**config.mk**
```make
export PLATFORM = sky130hd
export DESIGN_NAME = alu_share_arbiter
export DESIGN_NICKNAME = d
export VERILOG_FILES = /design/src/rtl/alu_share_arbiter.sv
export SDC_FILE = /design/constraint.sdc
export NUM_CORES = 1
export LEC_CHECK = 0
export CAP_MARGIN = 5
export CORE_MARGIN = 1.5
export CORE_UTILIZATION = 30
export DETAILED_ROUTE_END_ITERATION = 10
export PLACE_DENSITY_LB_ADDON = 0.05
export SLEW_MARGIN = 0
export SYNTH_ARGS = -nofsm -noshare
export SYNTH_HDL_FRONTEND = slang
export SYNTH_SLANG_ARGS = --single-unit
```
**constraint.sdc**
```tcl
create_clock -name clk -period 4.5 [get_ports clk]
set_input_delay 1.35 -clock clk [delete_from_list [all_inputs] [get_ports clk]]
set_output_delay 1.35 -clock clk [all_outputs]
set_load 0.05 [all_outputs]
```
**src/rtl/alu_share_arbiter.sv**
```systemverilog
// alu_share_arbiter: shares one combinational 32-bit ALU between two
// requesters. Round-robin grant into a registered EXEC stage that drives the
// ALU, then the ALU result is captured into the owner's response buffer.
//
// Handshake semantics (all ports): a transfer happens on a rising edge where
// valid and ready are both high. Request ready is combinational from req
// valid, registered busy and the rr pointer only. Response valid is a
// registered level that stays high with stable data until rsp_ready is seen.
module alu_share_arbiter (
    input  logic        clk,
    input  logic        rst,
    input  logic        req0_valid,
    output logic        req0_ready,
    input  logic [2:0]  req0_op,
    input  logic [31:0] req0_a,
    input  logic [31:0] req0_b,
    input  logic        req1_valid,
    output logic        req1_ready,
    input  logic [2:0]  req1_op,
    input  logic [31:0] req1_a,
    input  logic [31:0] req1_b,
    output logic        rsp0_valid,
    input  logic        rsp0_ready,
    output logic [31:0] rsp0_c,
    output logic        rsp0_zf,
    output logic        rsp0_of,
    output logic        rsp0_err,
    output logic        rsp1_valid,
    input  logic        rsp1_ready,
    output logic [31:0] rsp1_c,
    output logic        rsp1_zf,
    output logic        rsp1_of,
    output logic        rsp1_err,
    output logic [2:0]  alu_ctrl,
    output logic [31:0] alu_a,
    output logic [31:0] alu_b,
    input  logic [31:0] alu_c,
    input  logic        alu_zf,
    input  logic        alu_of
);

    logic [1:0]  r_busy;
    logic        r_rr;
    logic        r_exec_valid;
    logic        r_exec_id;
    logic        r_exec_ill;
    logic [2:0]  r_alu_ctrl;
    logic [31:0] r_alu_a;
    logic [31:0] r_alu_b;

    logic        r_rsp0_valid;
    logic [31:0] r_rsp0_c;
    logic        r_rsp0_zf;
    logic        r_rsp0_of;
    logic        r_rsp0_err;
    logic        r_rsp1_valid;
    logic [31:0] r_rsp1_c;
    logic        r_rsp1_zf;
    logic        r_rsp1_of;
    logic        r_rsp1_err;

    logic        w_elig0;
    logic        w_elig1;
    logic        w_grant0;
    logic        w_grant1;
    logic        w_ill0;
    logic        w_ill1;
    logic        w_hs0;
    logic        w_hs1;

    // Eligibility, round-robin grant and illegal-op decode; reset masks grants.
    always_comb begin
        w_elig0  = req0_valid & ~r_busy[0];
        w_elig1  = req1_valid & ~r_busy[1];
        w_grant0 = ~rst & w_elig0 & (~w_elig1 | ~r_rr);
        w_grant1 = ~rst & w_elig1 & (~w_elig0 |  r_rr);
        w_ill0   = (req0_op == 3'b010) | (req0_op == 3'b111);
        w_ill1   = (req1_op == 3'b010) | (req1_op == 3'b111);
        w_hs0    = r_rsp0_valid & rsp0_ready;
        w_hs1    = r_rsp1_valid & rsp1_ready;
    end

    assign req0_ready = w_grant0;
    assign req1_ready = w_grant1;

    // EXEC stage: load ALU operands of the granted request and advance rr.
    always_ff @(posedge clk) begin
        if (rst) begin
            r_rr         <= 1'b0;
            r_exec_valid <= 1'b0;
            r_exec_id    <= 1'b0;
            r_exec_ill   <= 1'b0;
            r_alu_ctrl   <= 3'b000;
            r_alu_a      <= 32'd0;
            r_alu_b      <= 32'd0;
        end else begin
            r_exec_valid <= w_grant0 | w_grant1;
            if (w_grant0) begin
                r_alu_ctrl <= req0_op;
                r_alu_a    <= req0_a;
                r_alu_b    <= req0_b;
                r_exec_id  <= 1'b0;
                r_exec_ill <= w_ill0;
                r_rr       <= 1'b1;
            end else if (w_grant1) begin
                r_alu_ctrl <= req1_op;
                r_alu_a    <= req1_a;
                r_alu_b    <= req1_b;
                r_exec_id  <= 1'b1;
                r_exec_ill <= w_ill1;
                r_rr       <= 1'b0;
            end
        end
    end

    // Busy flags: set on accept, cleared on the response handshake.
    always_ff @(posedge clk) begin
        if (rst) begin
            r_busy <= 2'b00;
        end else begin
            if (w_grant0)   r_busy[0] <= 1'b1;
            else if (w_hs0) r_busy[0] <= 1'b0;
            if (w_grant1)   r_busy[1] <= 1'b1;
            else if (w_hs1) r_busy[1] <= 1'b0;
        end
    end

    // Requester 0 response buffer: capture ALU output, hold until consumed.
    always_ff @(posedge clk) begin
        if (rst) begin
            r_rsp0_valid <= 1'b0;
            r_rsp0_c     <= 32'd0;
            r_rsp0_zf    <= 1'b0;
            r_rsp0_of    <= 1'b0;
            r_rsp0_err   <= 1'b0;
        end else if (r_exec_valid && !r_exec_id) begin
            r_rsp0_valid <= 1'b1;
            r_rsp0_c     <= r_exec_ill ? 32'd0 : alu_c;
            r_rsp0_zf    <= ~r_exec_ill & alu_zf;
            r_rsp0_of    <= ~r_exec_ill & alu_of;
            r_rsp0_err   <= r_exec_ill;
        end else if (w_hs0) begin
            r_rsp0_valid <= 1'b0;
        end
    end

    // Requester 1 response buffer: capture ALU output, hold until consumed.
    always_ff @(posedge clk) begin
        if (rst) begin
            r_rsp1_valid <= 1'b0;
            r_rsp1_c     <= 32'd0;
            r_rsp1_zf    <= 1'b0;
            r_rsp1_of    <= 1'b0;
            r_rsp1_err   <= 1'b0;
        end else if (r_exec_valid && r_exec_id) begin
            r_rsp1_valid <= 1'b1;
            r_rsp1_c     <= r_exec_ill ? 32'd0 : alu_c;
            r_rsp1_zf    <= ~r_exec_ill & alu_zf;
            r_rsp1_of    <= ~r_exec_ill & alu_of;
            r_rsp1_err   <= r_exec_ill;
        end else if (w_hs1) begin
            r_rsp1_valid <= 1'b0;
        end
    end

    assign alu_ctrl   = r_alu_ctrl;
    assign alu_a      = r_alu_a;
    assign alu_b      = r_alu_b;
    assign rsp0_valid = r_rsp0_valid;
    assign rsp0_c     = r_rsp0_c;
    assign rsp0_zf    = r_rsp0_zf;
    assign rsp0_of    = r_rsp0_of;
    assign rsp0_err   = r_rsp0_err;
    assign rsp1_valid = r_rsp1_valid;
    assign rsp1_c     = r_rsp1_c;
    assign rsp1_zf    = r_rsp1_zf;
    assign rsp1_of    = r_rsp1_of;
    assign rsp1_err   = r_rsp1_err;

endmodule

```
==> out/metrics.yaml, run 1 <==
outcome:
  outcome: "completed"
finish:
  final_nets: 1215
  area_growth_pct: 59.4
  fillCellCount: 2086
  multi_input_area_mm2: 0.00311
  finish.instance_area_mm2: 0.0102
  final_layout_size_suffix_gt1_share_pct: 8.54
  final_cell_count_no_fill: 1330
  register_area_mm2: 0.00290
floorplan:
  die_area_mm2: 0.0222
  io_pins: 315
  core_region_area_mm2: 0.0210
  die_w_um: 149
  initial_core_util_pct: 30.6
  rows: 53
  die_height_um: 149
critical_path:
  max_stage_delay_ns: 0.54
  critPathCaptureType: "primary output"
  worstSetupStartpointType: "input pin"
  critPathKind: "in -> out"
  crit_path_cell_trace: "clkdlybuf4s50_1, or3b_4, nand2_1, nor2_1, buf_12"
  crit_slowest_cell: "clkdlybuf4s50_1"
  critical_path_required_ns: 3.15
  arrival_ns: 2.61
  crit_fanout: 4
power_and_ir_drop:
  vdd_drop_max_mv: 0.250
  total_power_w: 0.00393
  leakage_nw: 3.41
  powerDensity_mw_per_mm2: 385
sta:
  whs_ns: 0.452
  max_freq_ghz: 0.252
  fin_crit_sh_pct: 88.1
  setup_violations: 0
  tightest_slew_ns: 0.915
  relSlewSlack_pct: 39.0
  period_minus_slack_ns: 3.96
  tns_ns: 0
  worst_clock_skew_ns: 0.0107
  drv_slew: 0
  hold_violations: 0
  rsz0062_at_grt: "no"
clock_tree:
  root_buffer: "clkbuf_16"
  cts_made_buffers: 17
  cts_buffer_depth: 2
  cts.sinks: 145
  worstSkewPairLatency_ns: 0.42
  post_cts.repair.setup_buffers: 0
  clkSlewWorstSetupHoldPaths_ns: 0.07
  tritoncts: "yes"
  ctsResizeCount: 0
  cts_hold_buf: 0
  htree_levels: 4
detailed_routing:
  vias_per_cell: 5.05
  postRouteAntennaNets: 0
  drtPass1Iterations: 4
  drt-total-wl_mm: 23.8
  wire_per_inst_um: 17.9
  vias: 6718
  drt-initial-drc-count: 336
  drc: 0
place:
  dpl-instance-area_mm2: 0.00963
  io_buffers: 314
  gp_congestion: 0.767
  dp_hpwl_mm: 14.7
  dp_cells: 1297
logic_synthesis:
  synth_warnings: 0
  synth.top_cell.area_share_pct: 45.3
  yosysUniqueCellTypes: 31
  async_reset_ff_share_pct: 0
  synth_area_leaders: "dfxtp_1, nand2_1, o31ai_1"
  synth_top_cells_by_count: "dfxtp_1, nand2_1, a21oi_1, o31ai_1"
  synthCells: 782
  ys.flop_type: "dfxtp_1"
  syn_nets: 956
  ys_seq_area_share_pct: 45.3
  synth-seq-cells: 145
  yosysTopAreaCell: "dfxtp_1"
  syn_area_per_cell_um2: 8.19
  netlist_area_mm2: 0.00640
  synth-edff-count: 0
grt:
  grt_pass1_vias: 6621
  grt_start_max_net_pins: 80
  grt-ovfl-total: 0
  grt_pass1_wl_mm: 36.7
  grtUsageTotal_pct: 21.2
  antenna_found_initial: 1
hold_path:
  hp-class: "reg -> reg"
job:
  maxCapViolCount: 0
==> state kept, by name (all words and copies together) (netlist names), 2 cells and up <==
| signal | cells |
|---|---|
| alu_ctrl | 3 |
| r_busy | 2 |
| rsp0_c | 32 |
| alu_a | 32 |
| alu_b | 32 |
| rsp1_c | 32 |
==> cell families after synthesis <==
logic type,share of synthesized area (%)
AOI/OAI and AO/OA,28.1
and+or+nand+nor,19.7
DFF,45.3
buffers and inverters,6.61
xor gates and xnor gates,0.274
==> final cells by class <==
class | count | area share [%]
clock inverters | 14 | 1.45
repair buffers | 328 | 32.0
diodes | 1 | 0.0245
flip-flops and latches | 145 | 28.4
inverters | 3 | 0.110
multi-input cells | 546 | 30.4
well taps | 275 | 3.37
clock buffers | 18 | 4.20
==> stage by stage <==
| stage | utilization, % | setup slack (ns) |
|---|---|---|
| floorplan | - | 0.456 |
| global placement | 45.9 | 0.555 |
| detailed placement | 45.9 | 0.544 |
| CTS | 48.7 | 0.537 |
| global route | 48.7 | 0.478 |
| finish | 48.7 | 0.537 |
==> cells in the final DEF, fill, tap and decap left out, drive strengths merged, types with 5 or more instances in the layout <==
master	netlist	final
o31ai	67	67
nor2b	36	36
nand2	145	145
clkinvlp	0	5
inv	3	10
buf	33	17
clkdlybuf4s50	0	311
o21ai	67	67
a31oi	68	68
dfxtp	145	145
nand2b	6	6
clkbuf	55	18
a21oi	76	76
nand3	67	67
==> worst max-delay path: cells and delay by family <==
kind,cells,cell delay [ns]
buffers and inverters,2,0.69
AND/OR/NAND/NOR,3,0.57
==> power by group <==
group | internal (W) | switching, W | total, W | leakage (nW)
clock | 0.000779 | 0.000618 | 0.00140 | 0.266
sequential | 0.00138 | 0.0000561 | 0.00144 | 1.19
combinational | 0.000410 | 0.000689 | 0.00110 | 1.96
==> worst paths after layout <==
path	start	to	slack [ns]	cells after the start
worst min-delay path	rsp0_c[8]$_SDFFE_PP0P_	rsp0_c[8]$_SDFFE_PP0P_	0.45	2
worst max register to register	r_busy[0]$_SDFFE_PP0P_	r_exec_ill$_SDFFE_PP0P_	2.58	4
worst max-delay path	req0_valid	req1_ready	0.54	5
worst min register to register	rsp0_c[8]$_SDFFE_PP0P_	rsp0_c[8]$_SDFFE_PP0P_	0.45	2
==> per-layer routing <==
layer  vias to the layer above  routed length, µm  global-route usage, %
met1                      3118              10300                   27.1
met3                        42               1770                   6.54
li1                       3303                  -                      -
met4                         2                744                   9.31
met2                       253              11000                   32.9
met5                         -                  8                      0
(Power assumes the default switching activity.)
==> run 2, diff against run 1 <==
CAP_MARGIN = 40   (was 5)
SKIP_CTS_REPAIR_TIMING = 1   (was default)
==> run 2 against run 1 <==
First-iteration DRC count decreased by 18%. Clock power about the same. Combinational power about the same. Core utilization rose by 0.25 points. Fmax increased by 0.36%. Count of clock-buffer cells in the layout unchanged. Sequential share of layout area fell by 0.15 points. Critical path depth stayed put. Worst hold slack about the same. Cell count barely moved. Cell area up 0.51%. Die area unchanged.
==> out/metrics.yaml, run 2 (synthesis results as in run 1) <==
detailed_routing:
  met2_length_mm: 11.1  # was 11.0 mm
  met3_wirelength_mm: 1.70  # was 1.77 mm
  drt-total-wl_mm: 24.0  # was 23.8 mm
  postRouteAntennaNets: 0  # unchanged
  vias: 6764  # was 6,718
  drc: 0  # unchanged
  drt-met1-wl_mm: 10.6  # was 10.3 mm
  drtPass1Iterations: 4  # unchanged
  wire_per_inst_um: 18.0  # was 17.9 µm
  vias_per_cell: 5.08  # was 5.05
  drt-initial-drc-count: 274  # was 336
  top_layer_used: "met5"  # unchanged
place:
  dp_hpwl_mm: 14.8  # was 14.7 mm
  io_buffers: 314  # unchanged
  gp_congestion: 0.767  # unchanged
  dp_cells: 1299  # was 1,297
  dpl-instance-area_mm2: 0.00968  # was 0.00963 mm²
critical_path:
  worstSetupStartpointType: "input pin"  # unchanged
  critical_path_required_ns: 3.15  # about the same
  max_stage_delay_ns: 0.53  # was 0.54 ns
  critPathCaptureType: "primary output"  # unchanged
  crit_fanout: 4  # unchanged
  arrival_ns: 2.60  # was 2.61 ns
  crit_slowest_cell: "clkdlybuf4s50_1"  # unchanged
  crit_path_cell_trace: "clkdlybuf4s50_1, or3b_4, nand2_1, nor2_1, buf_12"  # unchanged
  critPathKind: "in -> out"  # unchanged
sta:
  whs_ns: 0.452  # about the same
  drv_slew: 0  # unchanged
  period_minus_slack_ns: 3.95  # was 3.96 ns
  rsz0062_at_grt: "no"  # unchanged
  tns_ns: 0  # unchanged
  max_freq_ghz: 0.253  # was 0.252 GHz
  setup_violations: 0  # unchanged
  hold_violations: 0  # unchanged
  fin_crit_sh_pct: 87.7  # was 88.1%
  tightest_slew_ns: 0.911  # was 0.915 ns
  worst_clock_skew_ns: 0.0107  # about the same
  relSlewSlack_pct: 39.2  # was 39.0%
grt:
  grt_start_max_net_pins: 71  # was 80
  grtUsageTotal_pct: 21.3  # was 21.2%
  antenna_found_initial: 1  # unchanged
  grt-ovfl-total: 0  # unchanged
  grt_pass1_wl_mm: 36.9  # was 36.7 mm
  grt_pass1_vias: 6581  # was 6,621
power_and_ir_drop:
  total_power_w: 0.00397  # was 0.00393 W
  powerDensity_mw_per_mm2: 387  # was 385 mW/mm²
  vdd_drop_max_mv: 0.258  # was 0.250 mV
  leakage_nw: 3.45  # was 3.41 nW
clock_tree:
  cts_made_buffers: 17  # unchanged
  root_buffer: "clkbuf_16"  # unchanged
  cts.sinks: 145  # unchanged
  worstSkewPairLatency_ns: 0.43  # was 0.42 ns
  tritoncts: "yes"  # unchanged
  htree_levels: 4  # unchanged
  clkSlewWorstSetupHoldPaths_ns: 0.07  # about the same
  cts_buffer_depth: 2  # unchanged
hold_path:
  hp-class: "reg -> reg"  # unchanged
finish:
  final_cell_mix: "clkdlybuf4s50_1, nand2_1, dfxtp_1"  # unchanged
  layout_commonest_cell: "clkdlybuf4s50_1"  # unchanged
  final_nets: 1217  # was 1,215
  area_growth_pct: 60.2  # was 59.4%
  final_cell_count_no_fill: 1331  # was 1,330
  antenna_cells: 0  # was 1
  finish.instance_area_mm2: 0.0103  # was 0.0102 mm²
  final_layout_size_suffix_gt1_share_pct: 8.81  # was 8.54%
outcome:
  outcome: "completed"  # unchanged
job:
  maxCapViolCount: 0  # unchanged
floorplan:
  core_region_area_mm2: 0.0210  # unchanged
  initial_core_util_pct: 30.6  # unchanged
  die_w_um: 149  # unchanged
  rows: 53  # unchanged
  io_pins: 315  # unchanged
  die_height_um: 149  # unchanged
  die_area_mm2: 0.0222  # unchanged
==> run 2: cell count changes in the layout (fill, tap and decap cells not counted), sizes merged <==
| cell | previous run | this run |
|---|---|---|
| diode | 1 | 0 |
| clkinvlp | 5 | 3 |
| buf | 17 | 19 |
| clkinv | 1 | 2 |
| inv | 10 | 11 |
==> run 2: area by class of cell <==
type / count / area (µm²)
fillers: 2066 / 10700
repair buffers: 330 / 3310
multi-input cells: 546 / 3110
flip-flops and latches: 145 / 2900
clock buffers: 18 / 439
well taps: 275 / 344
clock inverters: 14 / 145
inverters: 3 / 11.3
==> run 2: report_power, final <==
part	leakage, nW	switching, W	internal, W
Sequential	1.19	0.0000555	0.00138
Combinational	1.98	0.000694	0.000415
Clock	0.279	0.000628	0.000796
==> run 2: worst paths after layout <==
kind                                             start                      end  slack, ns  cells past startpoint
worst max-delay path                        req0_valid               req1_ready       0.55                      5
worst min-delay path            rsp0_c[8]$_SDFFE_PP0P_   rsp0_c[8]$_SDFFE_PP0P_       0.45                      2
worst max register to register  r_busy[0]$_SDFFE_PP0P_  r_exec_ill$_SDFFE_PP0P_       2.58                      4
worst min register to register  rsp0_c[8]$_SDFFE_PP0P_   rsp0_c[8]$_SDFFE_PP0P_       0.45                      2
==> run 2: critical path: cells and delay by family <==
kind | cells | cell delay [ns]
buf+inv | 2 | 0.68
simple gates | 3 | 0.56
==> run 2: layer usage <==
metal,GRT usage [%],vias up
met3,6.24,32
met5,0,-
li1,-,3313
met1,27.7,3205
met2,33.5,212
met4,7.52,2
==> run 2: per-stage QoR <==
stage | setup slack (ns) | utilization, %
after detailed placement | 0.537 | 46.2
after CTS | 0.533 | 49.0
after global placement | 0.555 | 45.9
final | 0.552 | 49.0
after floorplan | 0.456 | -
after global routing | 0.489 | 49.0
